[config.mk]
export PLATFORM = sky130hd
export DESIGN_NAME = div
export DESIGN_NICKNAME = d
export VERILOG_FILES = /design/src/rtl/div_pkg.sv /design/src/rtl/div_step.sv /design/src/rtl/div.sv
export SDC_FILE = /design/constraint.sdc
export NUM_CORES = 1
export LEC_CHECK = 0
export BUFFER_PORTS_ARGS = -buffer_cell sky130_fd_sc_hd__buf_2
export CORE_AREA = 3 3 85 87
export DETAILED_ROUTE_END_ITERATION = 8
export DIE_AREA = 0 0 88 90
export GPL_TIMING_DRIVEN = 0
export PLACE_DENSITY = 0.69
export SYNTH_ARGS = -nofsm -noshare
export SYNTH_HDL_FRONTEND = slang
export SYNTH_HIERARCHICAL = 1
export SYNTH_SLANG_ARGS = --single-unit
[constraint.sdc]
create_clock -name ck -period 3.1 [get_ports ck]
set_input_delay 0.62 -clock ck [delete_from_list [all_inputs] [get_ports ck]]
set_output_delay 0.62 -clock ck [all_outputs]
set_load 0.05 [all_outputs]
[src/rtl/div_pkg.sv]
// Shared types and defaults for the sequential restoring divider.
package div_pkg;

  typedef enum logic {StIdle, StCalc} div_state_e;

  localparam int unsigned DIV_WA = 16;
  localparam int unsigned DIV_WB = 8;

  function automatic int unsigned div_cnt_w(int unsigned wa);
    return $clog2(wa + 1);
  endfunction

endpackage

[src/rtl/div_step.sv]
// One combinational restoring-division iteration: shift in a dividend bit, trial subtract.
module div_step import div_pkg::*; #(
  parameter int unsigned WB = DIV_WB
) (
  input  logic [WB:0]   r_i,
  input  logic          bit_i,
  input  logic [WB-1:0] b_i,
  output logic [WB:0]   r_o,
  output logic          q_o
);

  logic [WB:0] t;
  logic        unused_r_msb;

  // The partial remainder MSB is always shifted out; only the low WB bits carry forward.
  assign unused_r_msb = r_i[WB];
  assign t            = {r_i[WB-1:0], bit_i};
  assign q_o          = (t >= {1'b0, b_i});
  assign r_o          = q_o ? (t - {1'b0, b_i}) : t;

endmodule

[src/rtl/div.sv]
// Sequential unsigned restoring divider, one quotient bit per clock, start/fin handshake.
// Optional feature macro DIV_DZ_EN: adds the dz port and a one-cycle divide-by-zero shortcut.
module div import div_pkg::*; #(
  parameter int unsigned WA = DIV_WA,
  parameter int unsigned WB = DIV_WB
) (
  input  logic          ck,
  input  logic          rst_n,
  input  logic          start,
  input  logic [WA-1:0] A,
  input  logic [WB-1:0] B,
  output logic [WA-1:0] Q,
  output logic [WB-1:0] R,
  output logic          fin,
  output logic          busy
`ifdef DIV_DZ_EN
  ,
  output logic          dz
`endif
);

  localparam int unsigned     CntW    = div_cnt_w(WA);
  localparam logic [CntW-1:0] LastCnt = CntW'(WA - 1);

  div_state_e      state_q, state_d;
  logic [WA-1:0]   a_sh_q, a_sh_d;
  logic [WB-1:0]   b_r_q, b_r_d;
  logic [WB:0]     r_q, r_d;
  logic [CntW-1:0] cnt_q, cnt_d;
  logic [WA-1:0]   q_q, q_d;
  logic [WB-1:0]   rem_q, rem_d;
  logic            fin_q, fin_d;
`ifdef DIV_DZ_EN
  logic            dz_q, dz_d;
`endif

  logic [WB:0] r_nxt;
  logic        q_bit;

  div_step #(
    .WB (WB)
  ) u_step (
    .r_i   (r_q),
    .bit_i (a_sh_q[WA-1]),
    .b_i   (b_r_q),
    .r_o   (r_nxt),
    .q_o   (q_bit)
  );

  always_comb begin
    state_d = state_q;
    a_sh_d  = a_sh_q;
    b_r_d   = b_r_q;
    r_d     = r_q;
    cnt_d   = cnt_q;
    q_d     = q_q;
    rem_d   = rem_q;
    fin_d   = 1'b0;
`ifdef DIV_DZ_EN
    dz_d    = dz_q;
`endif
    case (state_q)
      StIdle: begin
        if (start) begin
          a_sh_d  = A;
          b_r_d   = B;
          r_d     = '0;
          cnt_d   = '0;
          state_d = StCalc;
        end
      end
      StCalc: begin
`ifdef DIV_DZ_EN
        if (b_r_q == '0) begin
          // Same Q/R the full iteration would give, without spending WA cycles.
          q_d     = '1;
          rem_d   = a_sh_q[WB-1:0];
          dz_d    = 1'b1;
          fin_d   = 1'b1;
          state_d = StIdle;
        end else
`endif
        begin
          a_sh_d = {a_sh_q[WA-2:0], q_bit};
          r_d    = r_nxt;
          cnt_d  = cnt_q + CntW'(1);
          if (cnt_q == LastCnt) begin
            q_d     = {a_sh_q[WA-2:0], q_bit};
            rem_d   = r_nxt[WB-1:0];
            fin_d   = 1'b1;
            state_d = StIdle;
`ifdef DIV_DZ_EN
            dz_d    = 1'b0;
`endif
          end
        end
      end
      default: state_d = StIdle;
    endcase
  end

  always_ff @(posedge ck or negedge rst_n) begin
    if (!rst_n) begin
      state_q <= StIdle;
      a_sh_q  <= '0;
      b_r_q   <= '0;
      r_q     <= '0;
      cnt_q   <= '0;
      q_q     <= '0;
      rem_q   <= '0;
      fin_q   <= 1'b0;
`ifdef DIV_DZ_EN
      dz_q    <= 1'b0;
`endif
    end else begin
      state_q <= state_d;
      a_sh_q  <= a_sh_d;
      b_r_q   <= b_r_d;
      r_q     <= r_d;
      cnt_q   <= cnt_d;
      q_q     <= q_d;
      rem_q   <= rem_d;
      fin_q   <= fin_d;
`ifdef DIV_DZ_EN
      dz_q    <= dz_d;
`endif
    end
  end

  assign Q    = q_q;
  assign R    = rem_q;
  assign fin  = fin_q;
  assign busy = (state_q == StCalc);
`ifdef DIV_DZ_EN
  assign dz   = dz_q;
`endif

endmodule

==> impl_metrics.env <==
export IMPL_grt_total_usage_pct=16.9
export IMPL_grt_ovfl_total=0
export IMPL_area_growth_pct=18.5
export IMPL_dieHeight_um=90
export IMPL_cts_tree="built"
export IMPL_initial_utilization_pct=49.2
export IMPL_hold_class="in -> async"
export IMPL_fp_row_count=29
export IMPL_arrival_ns=2.82
export IMPL_place_hpwl_um=4360
export IMPL_stdcell_count=400
export IMPL_drive_gt1_share_pct=37.2
export IMPL_grt_pass1_wl_um=10400
export IMPL_skew_ns=0.00549
export IMPL_slew_viol_final=0
export IMPL_critPathKind="reg -> reg"
export IMPL_fin_crit_ns=2.60
export IMPL_drt_iter0_drc=122
export IMPL_path_buf_inv=1
export IMPL_cts_max_level=3
export IMPL_crit_chain="ha_1 > a21o_1 > o21bai_1 > a211o_1 > or2_1 > buf_6 > mux2_4 > mux2_4"
export IMPL_cp_slowest_cell="dfrtp_1"
export IMPL_clockBufferDepth=2
export IMPL_via_per_inst=5.27
export IMPL_grt_pass1_vias=2093
export IMPL_die_w_um=88
export IMPL_syn_nets=294
export IMPL_io_pins=53
export IMPL_worstPathRequired_ns=3.32
export IMPL_ys_warn_count=6
export IMPL_post_cts_buffers=0
export IMPL_clkLatencyLatePin_ns=0.34
export IMPL_port_buffers=51
export IMPL_cts_clk_slew_worst_paths_ns=0.07
export IMPL_status="complete, no violations"
export IMPL_fp_coreArea_mm2=0.00642
export IMPL_wl_per_cell_um=15.6
export IMPL_num_antenna_cells=0
export IMPL_cts_num_sinks=63
export IMPL_final_nets=356
export IMPL_dp_slack_ns=0.520
export IMPL_period_share_pct=83.8
export IMPL_max_cap_viol_count=0
export IMPL_worst_path_max_fanout=9
export IMPL_grt_start_max_net_pins=64
export IMPL_dr_pass1_iters=4
export IMPL_gp_congestion=0.758
export IMPL_dp_cells=384
export IMPL_slew_headroom_pct=48.0
export IMPL_setup_viol=0
export IMPL_wirelength_um=6250
export IMPL_syn_inst=256
export IMPL_tns_ns=0
export IMPL_utilization_pct=58.3
export IMPL_cts_buffers_inserted=9
export IMPL_dieArea_mm2=0.00792
export IMPL_max_clock_freq_ghz=0.385
export IMPL_cp_start_kind="register"
export IMPL_postSynthAreaPerCell_um2=12.3
export IMPL_ant_nets=0
export IMPL_hold_buffers=0
export IMPL_max_stage_delay_ns=0.42
export IMPL_critPathMostFrequentCell="mux2_4"
export IMPL_cts_root_buf="clkbuf_8"
export IMPL_vias=2106
export IMPL_antenna_found_initial=0
export IMPL_grt_setup_unrepaired="no"
export IMPL_setup_ws_ns=0.501
export IMPL_end_kind="register"
export IMPL_timing_hold_violations_final=0
export IMPL_cts_resized=0
export IMPL_critPathTopFamily="compound AO/OA/AOI/OAI gates"
export IMPL_drc_errors=0
export IMPL_tightestPinTransition_ns=0.780
export IMPL_synth_cell_area_mm2=0.00316
-- worst reg2reg max path, cell delays in order (launching register included) --
cell	delay, ns
dfrtp_1	0.42
ha_1	0.33
a21o_1	0.23
o21bai_1	0.16
a211o_1	0.36
or2_1	0.26
buf_6	0.15
mux2_4	0.31
mux2_4	0.27
-- per-stage QoR --
| step | hold WS, ns | instance area, um2 |
|---|---|---|
| after global placement | 0.486 | 3510 |
| after global routing | 0.418 | 3750 |
| after floorplan | 0.324 | 3160 |
| final | 0.367 | 3750 |
| after CTS | 0.395 | 3750 |
| after detailed placement | 0.486 | 3510 |
-- layer usage --
metal / vias up / GRT usage, % / part of all wire, %
met5: - / 0 / 0
met4: 0 / 4.99 / 0.90
met3: 5 / 5.76 / 5.1
met2: 46 / 24.6 / 46
met1: 1035 / 23.7 / 48
li1: 1020 / - / -
-- placed cells by master, fill, tap and decap left out, drive strengths merged, types with 2 or more instances in the layout --
cell	n
a21o	3
a21oi	6
a22o	9
and3	2
buf	63
bufinv	2
clkbuf	13
clkinvlp	2
dfrtp	63
ha	10
inv	15
mux2	35
mux2i	18
nand2	21
nand2b	6
nand3	2
nor2	6
nor2b	2
nor3	3
nor3b	2
o21ai	20
or2	2
xnor2	3
xor2	2
-- path summary, 6_finish.rpt --
check	start	to	slack, ns	depth (start not counted)
max in group asynchronous	rst_n	Q[4]$_DFFE_PN0P_	2.23	1
min in group ck	r_q[7]$_DFFE_PN0P_	r_q[7]$_DFFE_PN0P_	0.50	1
min	rst_n	b_r_q[4]$_DFFE_PN0P_	0.37	1
max reg2reg	r_q[3]$_DFFE_PN0P_	R[3]$_DFFE_PN0P_	0.50	8
min reg2reg	r_q[7]$_DFFE_PN0P_	r_q[7]$_DFFE_PN0P_	0.50	1
max	r_q[3]$_DFFE_PN0P_	R[3]$_DFFE_PN0P_	0.50	8
-- flip-flops by register name, summed over array words and instances (netlist names) --
register and cells:
r_q 8, cnt_q 5, a_sh_q 16, Q 16, fin 1, R 8
busy 1, b_r_q 8
-- cell type report --
cell class	instances	area, um2
Multi-Input combinational cell	164	1420
Inverter	15	56.3
Tap cell	77	96.3
Sequential cell	63	1580
Timing Repair Buffer	51	258
Fill cell	562	2680
Clock inverter	5	80.1
Buffer	14	104
Clock buffer	11	151
Power is not shown: default switching activity piles up to over one toggle a cycle in this logic, so the estimate is an artifact.
